`src/rtl/muldiv_unit_if.sv`:
```
// Handshake/bus bundle between the EX-stage control unit and the mul/div unit.
// Latency: none, wires only.
// Backpressure: none here; the master must hold off while busy is high.
//   master: start, op, flush, a, b -> ; <- busy, done, dz, hi, lo
//   slave : the mirror image, used by muldiv_unit
interface muldiv_unit_if #(
    parameter int WIDTH = 32
) ();
    logic             start;
    logic [2:0]       op;
    logic             flush;
    logic [WIDTH-1:0] a;
    logic [WIDTH-1:0] b;
    logic             busy;
    logic             done;
    logic             dz;
    logic [WIDTH-1:0] hi;
    logic [WIDTH-1:0] lo;

    modport master (
        output start, op, flush, a, b,
        input  busy, done, dz, hi, lo
    );

    modport slave (
        input  start, op, flush, a, b,
        output busy, done, dz, hi, lo
    );
endinterface

```
`src/rtl/muldiv_unit.sv`:
```
// Multi-cycle MULT/MULTU/DIV/DIVU/MTHI/MTLO unit owning the HI/LO registers.
// Latency: mul/div write hi/lo WIDTH+1 edges after the start edge; MTHI/MTLO at the start edge.
// Backpressure: busy high while an op is in flight; start is ignored until busy drops.
//
// Ports: clk, reset (synchronous, active-high), bus (muldiv_unit_if.slave):
//   start/op/flush/a/b in; busy/done/dz/hi/lo out.
// Build option: define MULDIV_FAST_MUL_EN to replace the iterative multiply with a
//   single-cycle array multiply (IDLE -> FIX, result one edge after start).
module muldiv_unit #(
    parameter int WIDTH = 32
) (
    input  logic          clk,
    input  logic          reset,
    muldiv_unit_if.slave  bus
);
    localparam int CW = $clog2(WIDTH);

    localparam logic [2:0] OP_MTHI = 3'b100;
    localparam logic [2:0] OP_MTLO = 3'b101;

    typedef enum logic [1:0] {IDLE, RUN, FIX} state_t;

    state_t             state;
    state_t             state_nxt;
    logic [CW-1:0]      cnt;
    logic [2*WIDTH-1:0] acc;      // mul: {partial product, multiplier}; div: {remainder, dividend/quotient}
    logic [WIDTH-1:0]   opnd;     // multiplicand or divisor magnitude
    logic               is_div_q;
    logic               qneg_q;   // negate product / quotient
    logic               rneg_q;   // negate remainder (sign of a)
    logic               bzero_q;
    logic [WIDTH-1:0]   hi_q;
    logic [WIDTH-1:0]   lo_q;
    logic               done_q;
    logic               dz_q;

    // Operand preparation for the launch edge
    logic               op_md;
    logic               launch;
    logic               a_neg;
    logic               b_neg;
    logic [WIDTH-1:0]   mag_a;
    logic [WIDTH-1:0]   mag_b;

    assign op_md  = ~bus.op[2];
    assign launch = (state == IDLE) && bus.start && op_md;
    assign a_neg  = ~bus.op[0] & bus.a[WIDTH-1];
    assign b_neg  = ~bus.op[0] & bus.b[WIDTH-1];
    assign mag_a  = a_neg ? -bus.a : bus.a;
    assign mag_b  = b_neg ? -bus.b : bus.b;

    // One radix-2 step of each algorithm
    logic [WIDTH:0]     mul_sum;
    logic [2*WIDTH-1:0] mul_acc;
    logic [WIDTH:0]     div_rsh;
    logic [WIDTH:0]     div_diff;
    logic [2*WIDTH-1:0] div_acc;

    assign mul_sum  = {1'b0, acc[2*WIDTH-1:WIDTH]} + {1'b0, (acc[0] ? opnd : {WIDTH{1'b0}})};
    assign mul_acc  = {mul_sum, acc[WIDTH-1:1]};
    // The shifted remainder can need WIDTH+1 bits when the divisor is near 2^WIDTH.
    assign div_rsh  = {acc[2*WIDTH-1:WIDTH], acc[WIDTH-1]};
    assign div_diff = div_rsh - {1'b0, opnd};
    assign div_acc  = div_diff[WIDTH]
                    ? {div_rsh[WIDTH-1:0],  acc[WIDTH-2:0], 1'b0}
                    : {div_diff[WIDTH-1:0], acc[WIDTH-2:0], 1'b1};

    // Sign correction applied in FIX
    logic [2*WIDTH-1:0] prod;
    logic [WIDTH-1:0]   quo;
    logic [WIDTH-1:0]   rem;
    logic [WIDTH-1:0]   res_hi;
    logic [WIDTH-1:0]   res_lo;

    assign prod = qneg_q ? -acc : acc;
    assign quo  = qneg_q ? -acc[WIDTH-1:0] : acc[WIDTH-1:0];
    assign rem  = rneg_q ? -acc[2*WIDTH-1:WIDTH] : acc[2*WIDTH-1:WIDTH];

    always_comb begin
        res_hi = prod[2*WIDTH-1:WIDTH];
        res_lo = prod[WIDTH-1:0];
        if (is_div_q) begin
            // Divide by zero: remainder magnitude is |a|, so rem already restores a.
            res_hi = rem;
            res_lo = bzero_q ? {WIDTH{1'b1}} : quo;
        end
    end

    // FSM state register
    always_ff @(posedge clk) begin
        if (reset) state <= IDLE;
        else       state <= state_nxt;
    end

    // FSM next state
    always_comb begin
        state_nxt = state;
        case (state)
            IDLE: begin
                if (launch) begin
`ifdef MULDIV_FAST_MUL_EN
                    state_nxt = bus.op[1] ? RUN : FIX;
`else
                    state_nxt = RUN;
`endif
                end
            end
            RUN: begin
                if (bus.flush)                    state_nxt = IDLE;
                else if (cnt == CW'(WIDTH - 1))   state_nxt = FIX;
            end
            FIX:     state_nxt = IDLE;
            default: state_nxt = IDLE;
        endcase
    end

    // Datapath and result registers
    always_ff @(posedge clk) begin
        if (reset) begin
            cnt      <= '0;
            acc      <= '0;
            opnd     <= '0;
            is_div_q <= 1'b0;
            qneg_q   <= 1'b0;
            rneg_q   <= 1'b0;
            bzero_q  <= 1'b0;
            hi_q     <= '0;
            lo_q     <= '0;
            done_q   <= 1'b0;
            dz_q     <= 1'b0;
        end else begin
            done_q <= 1'b0;
            case (state)
                IDLE: begin
                    if (launch) begin
                        cnt      <= '0;
                        is_div_q <= bus.op[1];
                        qneg_q   <= a_neg ^ b_neg;
                        rneg_q   <= a_neg;
                        bzero_q  <= (bus.b == '0);
                        if (bus.op[1]) begin
                            acc  <= {{WIDTH{1'b0}}, mag_a};
                            opnd <= mag_b;
                        end else begin
`ifdef MULDIV_FAST_MUL_EN
                            acc  <= {{WIDTH{1'b0}}, mag_a} * {{WIDTH{1'b0}}, mag_b};
`else
                            acc  <= {{WIDTH{1'b0}}, mag_b};
                            opnd <= mag_a;
`endif
                        end
                    end else if (bus.start && bus.op == OP_MTHI) begin
                        hi_q   <= bus.a;
                        dz_q   <= 1'b0;
                        done_q <= 1'b1;
                    end else if (bus.start && bus.op == OP_MTLO) begin
                        lo_q   <= bus.a;
                        dz_q   <= 1'b0;
                        done_q <= 1'b1;
                    end
                end
                RUN: begin
                    if (!bus.flush) begin
                        acc <= is_div_q ? div_acc : mul_acc;
                        cnt <= cnt + 1'b1;
                    end
                end
                FIX: begin
                    if (!bus.flush) begin
                        hi_q   <= res_hi;
                        lo_q   <= res_lo;
                        dz_q   <= is_div_q & bzero_q;
                        done_q <= 1'b1;
                    end
                end
                default: ;
            endcase
        end
    end

    assign bus.busy = (state != IDLE);
    assign bus.done = done_q;
    assign bus.dz   = dz_q;
    assign bus.hi   = hi_q;
    assign bus.lo   = lo_q;
endmodule

```
`src/flat_wrapper.sv`:
```
// flat-port wrapper written by rule: the top's interface ports become plain ports
module muldiv_unit_flat 
#(
    parameter int WIDTH = 32
)
  (clk, reset, bus_start, bus_op, bus_flush, bus_a, bus_b, bus_busy, bus_done, bus_dz, bus_hi, bus_lo);
  muldiv_unit_if #(.WIDTH(WIDTH)) bus_i ();
  input  logic clk;
  input  logic reset;
  input wire logic [$bits(bus_i.start)-1:0] bus_start;
  input wire logic [$bits(bus_i.op)-1:0] bus_op;
  input wire logic [$bits(bus_i.flush)-1:0] bus_flush;
  input wire logic [$bits(bus_i.a)-1:0] bus_a;
  input wire logic [$bits(bus_i.b)-1:0] bus_b;
  output wire logic [$bits(bus_i.busy)-1:0] bus_busy;
  output wire logic [$bits(bus_i.done)-1:0] bus_done;
  output wire logic [$bits(bus_i.dz)-1:0] bus_dz;
  output wire logic [$bits(bus_i.hi)-1:0] bus_hi;
  output wire logic [$bits(bus_i.lo)-1:0] bus_lo;
  assign bus_i.start = bus_start;
  assign bus_i.op = bus_op;
  assign bus_i.flush = bus_flush;
  assign bus_i.a = bus_a;
  assign bus_i.b = bus_b;
  assign bus_busy = bus_i.busy;
  assign bus_done = bus_i.done;
  assign bus_dz = bus_i.dz;
  assign bus_hi = bus_i.hi;
  assign bus_lo = bus_i.lo;
  muldiv_unit #(.WIDTH(WIDTH)) u_core (.clk(clk), .reset(reset), .bus(bus_i));
endmodule
```
`config.mk`:
```
export PLATFORM = sky130hd
export DESIGN_NAME = muldiv_unit_flat
export DESIGN_NICKNAME = d
export VERILOG_FILES = /design/src/rtl/muldiv_unit_if.sv /design/src/rtl/muldiv_unit.sv /design/src/flat_wrapper.sv
export SDC_FILE = /design/constraint.sdc
export NUM_CORES = 1
export LEC_CHECK = 0
export CORE_UTILIZATION = 30
export DETAILED_ROUTE_END_ITERATION = 16
export DONT_BUFFER_PORTS = 1
export GPL_ROUTABILITY_DRIVEN = 0
export PLACE_DENSITY_LB_ADDON = 0.08
export SLEW_MARGIN = 10
export SYNTH_ARGS = -nofsm -noshare
export SYNTH_HDL_FRONTEND = slang
export SYNTH_SLANG_ARGS = --single-unit
```
`constraint.sdc`:
```
create_clock -name clk -period 5 [get_ports clk]
set_clock_uncertainty 0.1 [all_clocks]
set_input_delay 1 -clock clk [delete_from_list [all_inputs] [get_ports clk]]
set_output_delay 1 -clock clk [all_outputs]
set_load 0.01 [all_outputs]
```
# After elaboration in Yosys (flattened, before gate mapping)

Cells that the tools add are included.

Register bits after elaboration: 173
Input port bits: 71
Logic and storage cells: 97

Add/subtract/negate cells: 8
Eq/ne operators: 14
Multiplexer cells: 42
Bitwise logic cells: 6
Reduce and logical (&&, ||, !) cells: 15

Operators with widths:

| cell                  | count |
|---|---|
| $mux W32              | 17 |
| $mux W64              | 5 |
| $neg A32 Y32          | 4 |
| $pmux W32 S2          | 2 |
| $pmux W64 S2          | 1 |
| $neg A64 Y64          | 1 |
| $add A32 B32 Y33      | 1 |
| $sub A33 B32 Y33      | 1 |
| $logic_not A32 Y1     | 1 |
| $ne A2 B2 Y1 const B  | 6 |
| $mux W5               | 2 |
| $pmux W5 S2           | 1 |
| $mux W1               | 8 |
| $reduce_and A4 Y1     | 2 |
| $eq A3 B3 Y1 const B  | 2 |
| $mux W2               | 3 |
| $reduce_bool A2 Y1    | 3 |
| $add A5 B1 Y5 const B | 1 |
| $eq A5 B5 Y1 const B  | 1 |
| $reduce_and A5 Y1     | 1 |
| $logic_and A1 B1 Y1   | 4 |
| $pmux W1 S2           | 2 |
| $pmux W2 S2           | 1 |
| $reduce_and A2 Y1     | 2 |
| 10 further kinds      | 13 |

# Longest topological paths before layout

Gate-level depths: netlist of the first run.

Word-level depth: 6
Mapped depth: 16
Gate-level depth less buffers: 13

# Worst setup path before layout of the first run

OpenSTA, ideal clock, no wires.

Path kind: input port to flip-flop
From: input port bus_b[4]
To: register u_core.acc[29]
Arrival: 3355 ps
Required time: 4835 ps
Setup slack: 1480 ps
Stages on the path: 10
Path buffers: 1
Cell sequence: or4_1 -> or4_1 -> clkbuf_1 -> or3b_1 -> o31ai_1 -> xnor2_1 -> nor2_1 -> a211oi_1 -> o22ai_1 -> nor2_1

Longest elaborated chain between the ends: 5

RTL lines:

| element                | line               | RTL |
|---|---|---|
| start: declaration     | flat_wrapper.sv:14 | `input wire logic [$bits(bus_i.b)-1:0] bus_b;` |
| $neg A32 Y32           | muldiv_unit.sv:50  | `assign mag_b = b_neg ? -bus.b : bus.b;` |
| $mux W32               | muldiv_unit.sv:50  |  |
| $mux W32               | muldiv_unit.sv:141 | `if (bus.op[1]) begin` |
| $mux W64               | muldiv_unit.sv:135 | `if (launch) begin` |
| $pmux W64 S2           | muldiv_unit.sv:133 | `case (state)` |
| end signal: assignment | muldiv_unit.sv:142 | `acc <= {{WIDTH{1'b0}}, mag_a};` |
| end signal: assignment | muldiv_unit.sv:148 | `acc <= {{WIDTH{1'b0}}, mag_b};` |
| end signal: assignment | muldiv_unit.sv:164 | `acc <= is_div_q ? div_acc : mul_acc;` |
| end: declaration       | muldiv_unit.sv:26  | `logic [2*WIDTH-1:0] acc;` |

Every way passes these cells. The select of a mux whose other input is x is not followed.
A chain may end at the register's enable or synchronous reset.

# Final worst setup path of the first run

From: register u_core.acc[32]
To: register u_core.acc[62]

Longest elaborated chain between the ends: 5

RTL lines:

| element          | line               | RTL |
|---|---|---|
| $sub A33 B32 Y33 | muldiv_unit.sv:63  | `assign div_diff = div_rsh - {1'b0, opnd};` |
| $mux W64         | muldiv_unit.sv:65  | `? {div_rsh[WIDTH-1:0], acc[WIDTH-2:0], 1'b0}` |
| $mux W64 *       | muldiv_unit.sv:164 |  |
| $mux W64 *       | muldiv_unit.sv:163 | `if (!bus.flush) begin` |
| $pmux W64 S2 *   | muldiv_unit.sv:133 |  |

Every way passes the cells marked *; elsewhere a longest branch is shown, timed or not. The select of a mux whose other input is x is not followed.

==> results of run 1 <==
-- metrics by stage --
stage	setup slack [ns]	hold WS [ns]	total power, µW	instances	area, µm²
2_1_floorplan	1.480	0.3319	2196	2011	14930
3_3_place_gp	0.8838	0.3414	2444	2578	15540
3_5_place_dp	0.8611	0.3446	2440	2578	15540
4_1_cts	0.8376	0.3547	3874	2610	16120
5_1_grt	0.5447	0.3854	4014	2610	16120
6_report	0.8212	0.3556	3835	2611	16120
-- placed cells by master (no fill, tap or decap), types with 8 or more instances in the layout --
master	Yosys	final
xnor2_1	106	106
a21oi_1	163	163
a211oi_1	35	35
nor2b_1	21	19
xor2_1	65	65
or4_1	21	21
inv_6	0	8
o221ai_1	10	10
o41ai_1	10	10
a31oi_1	30	30
o21a_1	19	19
mux2i_1	91	91
or2_2	15	15
ha_1	70	70
o211ai_1	18	18
o22ai_1	9	9
a211o_1	10	10
buf_4	2	35
a22oi_1	19	19
inv_1	61	61
nand2_1	195	195
nor4_1	14	14
dfxtp_1	173	172
or3_1	18	18
o21ai_0	138	138
a21o_1	43	43
a311oi_1	17	17
and3_1	22	22
clkbuf_16	0	17
nor3_1	53	52
nand3_1	26	26
o31ai_1	27	27
nand4_1	8	8
nand2b_1	20	20
nor2_1	232	230
-- worst register-to-register path: stages (launching register included) --
cell and delay (ns):
dfxtp_1 0.59, inv_1 0.16, fa_1 0.47, nor2b_1 0.20, o31a_1 0.22, o41ai_2 0.11, o21a_1 0.28, o2111a_1 0.32
or3_1 0.50, and2_2 0.42, buf_12 0.25, a31oi_1 0.26, o221ai_1 0.14
-- cells in the mapped netlist (10+ instances only) --
library cell  number
mux2i_1           91
a21o_1            43
o211ai_1          18
and3_1            22
nand3_1           26
a211oi_1          35
a21oi_1          163
o221ai_1          10
o21ai_0          138
nor2b_1           21
or4_1             21
o21a_1            19
o41ai_1           10
a311oi_1          17
nor4_1            14
buf_2             12
dfxtp_1          173
inv_1             61
nand2b_1          20
a31oi_1           30
nor3_1            53
or3_1             18
a22oi_1           19
xnor2_1          106
o31ai_1           27
nand2_1          195
xor2_1            65
or2_2             15
clkbuf_1         104
ha_1              70
a211o_1           10
nor2_1           232
-- routing by layer --
layer	wire length, µm	GRT usage (%)	vias to the layer above
met1	29880	34.46	7136
met5	0	0	-
met2	28520	39.83	422
met4	1949	9.304	0
met3	2939	3.403	66
li1	-	-	7135
-- sequential cells by signal, summed over array words and instances (netlist names) --
| signal | flops |
|---|---|
| u_core.acc | 64 |
| u_core.bus.done | 1 |
| u_core.bus.dz | 1 |
| u_core.bus.hi | 32 |
| u_core.bus.lo | 32 |
| u_core.bzero_q | 1 |
| u_core.cnt | 5 |
| u_core.is_div_q | 1 |
| u_core.opnd | 32 |
| u_core.qneg_q | 1 |
| u_core.rneg_q | 1 |
| u_core.state | 2 |
-- path summary, 6_finish.rpt --
path | end | from | cells after the start | slack [ns]
min reg2reg | u_core.opnd[5]$_SDFFE_PP0P_ | u_core.opnd[5]$_SDFFE_PP0P_ | 2 | 0.36
min | u_core.opnd[5]$_SDFFE_PP0P_ | u_core.opnd[5]$_SDFFE_PP0P_ | 2 | 0.36
max reg2reg | u_core.acc[62]$_SDFFE_PP0P_ | u_core.acc[32]$_SDFFE_PP0P_ | 12 | 0.82
max | u_core.acc[62]$_SDFFE_PP0P_ | u_core.acc[32]$_SDFFE_PP0P_ | 12 | 0.82
-- cell families after synthesis --
family / count (synthesis) / synth area share (%)
adders and majority gates: 72 / 6.136
and+or+nand+nor: 679 / 21.75
xor gates and xnor gates: 171 / 10.03
AOI/OAI and AO/OA: 627 / 27.31
buffers and inverters: 196 / 5.306
DFF: 173 / 23.20
muxes: 93 / 6.254
-- cell type report --
cell class / count / area (µm²)
tap: 664 / 830.8
inverter: 62 / 232.7
clock buffer: 18 / 439.2
sequential: 173 / 3465
multi-input combinational: 1642 / 10710
timing repair buffer: 37 / 302.8
antenna: 1 / 2.502
clock inverter: 14 / 142.6
fill: 5304 / 32930
-- power groups by stage --
stage | clock network (µW) | logic, µW | registers (µW)
6_report | 1420 | 896 | 1520
5_1_grt | 1500 | 981 | 1530
4_1_cts | 1460 | 893 | 1520
3_5_place_dp | 0 | 889 | 1550
3_3_place_gp | 0 | 893 | 1550
2_1_floorplan | 0 | 689 | 1510
==> impl_metrics.env, run 1 <==
export IMPL_drt_total_wl_um=63290
export IMPL_die_x_um=225.1
export IMPL_drc=0
export IMPL_hold_path_class="register to register"
export IMPL_setup_tns_ns=0
export IMPL_synth_area_leader_cell="dfxtp_1"
export IMPL_antenna_left=0
export IMPL_cts_buffers=17
export IMPL_fmax_mhz=239.3
export IMPL_period_minus_slack_ns=4.179
export IMPL_vias=14760
export IMPL_ys_types=89
export IMPL_grt_start_max_net_pins=109
export IMPL_post_cts_buffers=0
export IMPL_grt_usage_pct=25.13
export IMPL_post_drt_wl_per_cell_um=24.24
export IMPL_tightest_slew_ns=1.261
export IMPL_cts_tree="yes"
export IMPL_synth_area_mm2=0.01493
export IMPL_p_leak_uw=0.006167
export IMPL_first_iter_violations=1136
export IMPL_worstPathRequired_ns=5.23
export IMPL_cp_slowest_cell="dfxtp_1"
export IMPL_grt_pass1_wl_um=93940
export IMPL_die_height_um=225.1
export IMPL_clkPwrFrac_pct=37.0
export IMPL_swShare_pct=35.05
export IMPL_clock_sinks=173
export IMPL_htree_levels=4
export IMPL_timing_critical_path_slowest_cell_delay_ns=0.59
export IMPL_async_flop_share_pct=0
export IMPL_coreArea_mm2=0.04905
export IMPL_die_area_mm2=0.05065
export IMPL_synth_area_leaders="dfxtp_1, xnor2_1, mux2i_1"
export IMPL_arrival_ns=4.41
export IMPL_maxCapViolCount=0
export IMPL_hold_buffers=0
export IMPL_hpwlAfterDp_um=49040
export IMPL_ys_seq_area_share_pct=23.20
export IMPL_gr_total_overflow=0
export IMPL_initial_core_util_pct=30.43
export IMPL_firstDrtPassIters=5
export IMPL_cp_max_fo=16
export IMPL_synth_top_cell_area_share_pct=23.20
export IMPL_syn_area_per_cell_um2=7.422
export IMPL_grt_pass1_vias=14000
export IMPL_critPathKind="register to register"
export IMPL_root_buffer="clkbuf_16"
export IMPL_finalHoldViolCount=0
export IMPL_utilization_pct=32.87
export IMPL_maxSlewHeadroom_pct=15.74
export IMPL_syn_inst=2011
export IMPL_io_buffers=0
export IMPL_combPwrFrac_pct=23.4
export IMPL_layout_nets=2076
export IMPL_cts_resized=0
export IMPL_maxSlewViolCount=0
export IMPL_ys_ff_latch=173
export IMPL_critPathBufInv=2
export IMPL_rows=81
export IMPL_synth_flop_cell="dfxtp_1"
export IMPL_vdd_drop_max_v=0.0002991
export IMPL_yosys_warnings=0
export IMPL_drive_gt1_share_pct=6.423
export IMPL_switching_power_uw=1344
export IMPL_power_density_mw_per_mm2=237.9
export IMPL_clk_latency_ns=0.51
export IMPL_syn_num_nets=2154
export IMPL_antenna_found_initial=1
export IMPL_status="finished clean"
export IMPL_rsz0062_at_grt="no"
export IMPL_viasPerCell=5.653
export IMPL_cts_buffer_depth=2
export IMPL_synth_edff_count=0
export IMPL_critical_path_cell_chain="inv_1 -> fa_1 -> nor2b_1 -> o31a_1 -> o41ai_2 -> o21a_1 -> o2111a_1 -> or3_1 -> and2_2 -> buf_12 -> a31oi_1 -> o221ai_1"
export IMPL_setup_viol=0
export IMPL_cp_end_kind="register"
export IMPL_seq_power_share_pct=39.6
export IMPL_finalCritPeriodShare_pct=83.58
export IMPL_p_int_uw=2491
export IMPL_ios=138
export IMPL_syn_to_final_growth_pct=8.014
export IMPL_start_kind="register"
export IMPL_clk_pin_slew_ns=0.07
export IMPL_path_delay_family="compound AO/OA/AOI/OAI gates"
Power figures use the tool's default switching activity.
==> run 2, diff against run 1 <==
==> constraint.sdc (replaced) <==
create_clock -name clk -period 3.3 [get_ports clk]
set_clock_uncertainty 0.1 [all_clocks]
set_input_delay 0.66 -clock clk [delete_from_list [all_inputs] [get_ports clk]]
set_output_delay 0.66 -clock clk [all_outputs]
set_load 0.01 [all_outputs]
==> run 2 against run 1 <==
Net effect: sequential share of layout area decreased by 1.9 points; final cell count increased by 6.8%; sequential cell count did not move; combinational power grew 80%; die area unchanged; clock-buffer cell count up 1; core utilization grew 3.2 points; critical path depth grew 2; routed wire length is 3.6% higher; clock power is 45% higher; critical endpoint is now u_core.acc[53]$_SDFFE_PP0P_.
==> impl_metrics.env, run 2 (synthesized netlist as in run 1, its figures left out) <==
export IMPL_viasPerCell=5.587
export IMPL_antenna_left=0
export IMPL_maxCapViolCount=0
export IMPL_syn_to_final_growth_pct=18.39
export IMPL_cp_end_kind="register"
export IMPL_crit_path_start="u_core.acc[0]$_SDFFE_PP0P_"
export IMPL_path_delay_family="compound AO/OA/AOI/OAI gates"
export IMPL_timing_rr_start="u_core.acc[0]$_SDFFE_PP0P_"
export IMPL_grt_start_max_net_pins=109
export IMPL_dpl_cell_count=2752
export IMPL_status="finished clean"
export IMPL_tightest_slew_ns=0.7727
export IMPL_worstHoldEndpoint="u_core.bus.hi[31]$_SDFFE_PP0P_"
export IMPL_critical_path_cell_chain="inv_2 -> buf_12 -> nor2_1 -> ha_1 -> buf_4 -> a21o_1 -> o21bai_1 -> a311o_1 -> or3_1 -> a31o_2 -> a21o_1 -> a21oi_1 -> xor2_1 -> o221ai_1"
export IMPL_rsz0062_at_grt="yes"
export IMPL_critPathBufInv=3
export IMPL_die_height_um=225.1
export IMPL_cp_slowest_cell="or3_1"
export IMPL_grt_pass1_vias=14890
export IMPL_clk_pin_slew_ns=0.07
export IMPL_rows=81
export IMPL_die_x_um=225.1
export IMPL_final_cell_mix="nor2_1, buf_4, nand2_1"
export IMPL_grt_usage_pct=25.99
export IMPL_finalHoldViolCount=0
export IMPL_r2r_slack_ns=0.04
export IMPL_antenna_found_initial=0
export IMPL_drive_gt1_share_pct=16.02
export IMPL_arrival_ns=3.53
export IMPL_vdd_drop_max_v=0.0004294
export IMPL_setup_viol=0
export IMPL_rr_worst_depth=14
export IMPL_cts_buffer_depth=2
export IMPL_regMostFlops="u_core.acc"
export IMPL_largest_reg_flops=64
export IMPL_drc=0
export IMPL_htree_levels=4
export IMPL_setup_tns_ns=0
export IMPL_cp_max_fo=14
export IMPL_cts_buffers=17
export IMPL_hold_depth=1
export IMPL_crit_top_cell="a21o_1"
export IMPL_hp_start="reset"
export IMPL_maxSlewHeadroom_pct=48.41
export IMPL_root_buffer="clkbuf_16"
export IMPL_maxSlewViolCount=0
export IMPL_start_kind="register"
export IMPL_fmax_mhz=306.7
export IMPL_final_common_cell="nor2_1"
export IMPL_post_drt_wl_per_cell_um=23.52
export IMPL_critPathKind="register to register"
export IMPL_worstPathRequired_ns=3.57
export IMPL_hold_path_class="primary input to register"
export IMPL_layout_nets=2253
export IMPL_vias=15580
export IMPL_total_power_uw=5946
export IMPL_die_area_mm2=0.05065
export IMPL_io_buffers=0
export IMPL_grt_pass1_wl_um=97360
export IMPL_cts_tree="yes"
export IMPL_p_leak_uw=0.007068
export IMPL_first_iter_violations=1179
export IMPL_r2r_end="u_core.acc[53]$_SDFFE_PP0P_"
export IMPL_firstDrtPassIters=9
export IMPL_power_density_mw_per_mm2=336.5
export IMPL_finalCritPeriodShare_pct=98.80
export IMPL_timing_critical_path_slowest_cell_delay_ns=0.41
export IMPL_drt_total_wl_um=65570
export IMPL_gr_total_overflow=0
export IMPL_n_fill_cell=5298
export IMPL_initial_core_util_pct=30.43
export IMPL_holdWs_ns=0.1369
export IMPL_period_minus_slack_ns=3.260
export IMPL_clock_sinks=173
export IMPL_hpwlAfterDp_um=52130
export IMPL_clk_latency_ns=0.49
export IMPL_ios=138
export IMPL_layout_cells_non_filler=2788
export IMPL_coreArea_mm2=0.04905
-- run 2: what timing repair did --
action	in CTS	in global routing
gates resized for setup	9	39
hold buffers	0	0
setup buffers	0	3
pin swaps	1	15
endpoints found under the setup margin	12	33
-- run 2: area by class of cell --
| type | instances | area (µm²) | share of cell area (%) |
|---|---|---|---|
| Multi-Input combinational cell | 1642 | 10890 | 61.64 |
| Sequential cell | 173 | 3468 | 19.63 |
| Timing Repair Buffer | 214 | 1677 | 9.488 |
| Tap cell | 664 | 830.8 | 4.702 |
| Clock buffer | 19 | 442.9 | 2.507 |
| Inverter | 62 | 236.5 | 1.338 |
| Clock inverter | 13 | 120.1 | 0.6797 |
| Antenna cell | 1 | 2.502 | 0.01416 |
-- run 2: worst max-delay path by stage --
stage               depth (start not counted)  slack (ns)                           to
finish                                     14        0.04  u_core.acc[53]$_SDFFE_PP0P_
global route                               14       -0.07  u_core.acc[53]$_SDFFE_PP0P_
CTS                                        14       -0.04  u_core.acc[61]$_SDFFE_PP0P_
detailed placement                         14       -0.12  u_core.acc[61]$_SDFFE_PP0P_
global placement                           10       -0.11  u_core.acc[21]$_SDFFE_PP0P_
floorplan                                  16        0.02  u_core.acc[62]$_SDFFE_PP0P_
-- run 2: per-layer routing --
layer	part of all wire [%]	vias up	GRT usage [%]
met4	3.1	0	9.480
met5	0	-	0
li1	-	7484	-
met3	5.2	70	3.390
met1	47	7538	35.76
met2	45	484	41.19
-- run 2: per-stage QoR --
step / cell area [µm²] / worst slack, ns / util [%]
3_5_place_dp: 16880 / -0.1169 / 34.41
3_3_place_gp: 16880 / -0.1105 / 34.41
4_1_cts: 17470 / -0.03816 / 35.62
5_1_grt: 17670 / -0.06661 / 36.02
2_1_floorplan: 14930 / 0.01793 / -
6_report: 17670 / 0.03966 / 36.02
-- run 2: power by group --
part | switching [µW] | total (µW) | leakage [µW] | internal [µW]
sequential | 102 | 2280 | 0.00141 | 2170
combinational | 937 | 1610 | 0.00538 | 677
clock | 1040 | 2060 | 0.000276 | 1010
total | 2080 | 5950 | 0.00707 | 3870
==> run 3, diff against run 2 <==
==> constraint.sdc (replaced) <==
create_clock -name clk -period 3.4 [get_ports clk]
set_clock_uncertainty 0.1 [all_clocks]
set_input_delay 0.68 -clock clk [delete_from_list [all_inputs] [get_ports clk]]
set_output_delay 0.68 -clock clk [all_outputs]
set_load 0.01 [all_outputs]
==> run 3 against run 2 <==
Net effect: routed wire length is 0.75% higher; power down 1.0%; sequential power decreased by 4%; sequential cell count stayed put; critical path depth shrank 4; die area is the same; via count is 1.4% lower; combinational power is 4% lower; sequential share of layout area grew 0.21 points.
==> impl_metrics.env, run 3 (synthesized netlist as in run 1, its figures left out) <==
export IMPL_status="finished clean"
export IMPL_cp_max_fo=4
export IMPL_arrival_ns=3.60
export IMPL_gr_total_overflow=0
export IMPL_rsz0062_at_grt="no"
export IMPL_clk_pin_slew_ns=0.07
export IMPL_pre_cts_slack_ns=-0.2683
export IMPL_drive_gt1_share_pct=14.37
export IMPL_layout_nets=2231
export IMPL_finalHoldViolCount=0
export IMPL_regMostFlops="u_core.acc"
export IMPL_critical_path_cell_chain="buf_4 -> or4_4 -> nand2b_4 -> or4_4 -> or4_1 -> o21ai_1 -> a21oi_1 -> xnor2_1 -> nand2_1 -> a32o_1"
export IMPL_grt_pass1_wl_um=97300
export IMPL_cp_slowest_cell="or4_4"
export IMPL_root_buffer="clkbuf_16"
export IMPL_start_kind="register"
export IMPL_period_minus_slack_ns=3.301
export IMPL_fmax_mhz=302.9
export IMPL_first_iter_violations=1155
export IMPL_n_fill_cell=5306
export IMPL_setup_viol=0
export IMPL_final_cell_mix="nor2_1, nand2_1, buf_4"
export IMPL_io_buffers=0
export IMPL_grt_usage_pct=26.05
export IMPL_cp_end_kind="register"
export IMPL_coreArea_mm2=0.04905
export IMPL_fin_ws_ns=0.09890
export IMPL_worstPathRequired_ns=3.70
export IMPL_hpwlAfterDp_um=52140
export IMPL_antenna_found_initial=0
export IMPL_htree_levels=4
export IMPL_r2r_slack_ns=0.1
export IMPL_die_height_um=225.1
export IMPL_hold_path_class="primary input to register"
export IMPL_antenna_left=0
export IMPL_final_common_cell="nor2_1"
export IMPL_drt_total_wl_um=66060
export IMPL_crit_top_cell="or4_4"
export IMPL_antenna_cells=0
export IMPL_p_leak_uw=0.007001
export IMPL_die_area_mm2=0.05065
export IMPL_syn_to_final_growth_pct=17.05
export IMPL_maxCapViolCount=0
export IMPL_cts_buffer_depth=2
export IMPL_timing_critical_path_slowest_cell_delay_ns=0.59
export IMPL_maxSlewHeadroom_pct=35.39
export IMPL_critPathKind="register to register"
export IMPL_rows=81
export IMPL_tightest_slew_ns=0.9680
export IMPL_grt_pass1_vias=14680
export IMPL_grt_start_max_net_pins=109
export IMPL_die_x_um=225.1
export IMPL_clk_latency_ns=0.51
export IMPL_total_power_uw=5886
export IMPL_vias=15350
export IMPL_initial_core_util_pct=30.43
export IMPL_post_drt_wl_per_cell_um=23.89
export IMPL_cts_buffers=17
export IMPL_finalCritPeriodShare_pct=97.09
export IMPL_holdWs_ns=0.1419
export IMPL_maxSlewViolCount=0
export IMPL_vdd_drop_max_v=0.0004164
export IMPL_clock_sinks=173
export IMPL_ios=138
export IMPL_viasPerCell=5.553
export IMPL_firstDrtPassIters=5
export IMPL_drc=0
export IMPL_power_density_mw_per_mm2=336.9
export IMPL_cts_tree="yes"
export IMPL_setup_tns_ns=0
export IMPL_largest_reg_flops=64
## run 3: cell types whose count changed in the layout (fill, tap and decap cells not counted), sizes merged
| cell | delta |
|---|---|
| buf | -23 |
| clkinv | -1 |
| clkbuf | +2 |
| bufinv | +2 |
| diode | -1 |
| inv | -2 |
## run 3: final timing paths
kind	startpoint	end	cells after the start
max	u_core.acc[37]$_SDFFE_PP0P_	u_core.bus.hi[29]$_SDFFE_PP0P_	10
min	reset	u_core.bus.hi[12]$_SDFFE_PP0P_	1
max reg2reg	u_core.acc[37]$_SDFFE_PP0P_	u_core.bus.hi[29]$_SDFFE_PP0P_	10
min reg2reg	u_core.opnd[23]$_SDFFE_PP0P_	u_core.opnd[23]$_SDFFE_PP0P_	2
## run 3: power breakdown
part	internal, µW	switching [µW]	leakage (µW)
combinational	630	912	0.00530
sequential	2110	91.1	0.00141
clock	1140	1000	0.000296
total	3880	2000	0.00700
## run 3: through the flow
step	area, µm²	instances	utilization (%)
after floorplan	14930	2011	-
after CTS	17270	2757	35.21
after detailed placement	16640	2724	33.92
after global placement	16640	2724	33.92
after global routing	17470	2765	35.62
final	17470	2765	35.62
## run 3: layout make-up
cell class	instances	area [µm²]	area share (%)
repair buffers	192	1500	8.587
multi-input cells	1642	10830	61.99
clock inverters	12	147.6	0.8451
inverters	62	239.0	1.368
clock buffers	20	456.7	2.614
well taps	664	830.8	4.755
flip-flops and latches	173	3466	19.84
## run 3: metal layers
layer | share of wire (%) | up-vias | GRT usage, %
li1 | - | 7432 | -
met1 | 46 | 7410 | 34.94
met2 | 45 | 443 | 41.80
met3 | 5.0 | 69 | 3.977
met4 | 3.3 | 0 | 9.941
met5 | 0 | - | 0
## run 3: critical path: cells and delay by family, from the launching register on
kind	cells	cell delay, ns
buffers and inverters	1	0.15
DFF	1	0.34
AOI/OAI and AO/OA	3	0.49
xor gates and xnor gates	1	0.28
and+or+nand+nor	5	1.82
## run 3: what timing repair did
action | in CTS | in global routing
pin swaps | 1 | 10
resized for setup | 4 | 29
gates cloned | 0 | 1
hold buffers | 0 | 0
setup endpoints to repair | 6 | 28
buffers inserted | 1 | 7
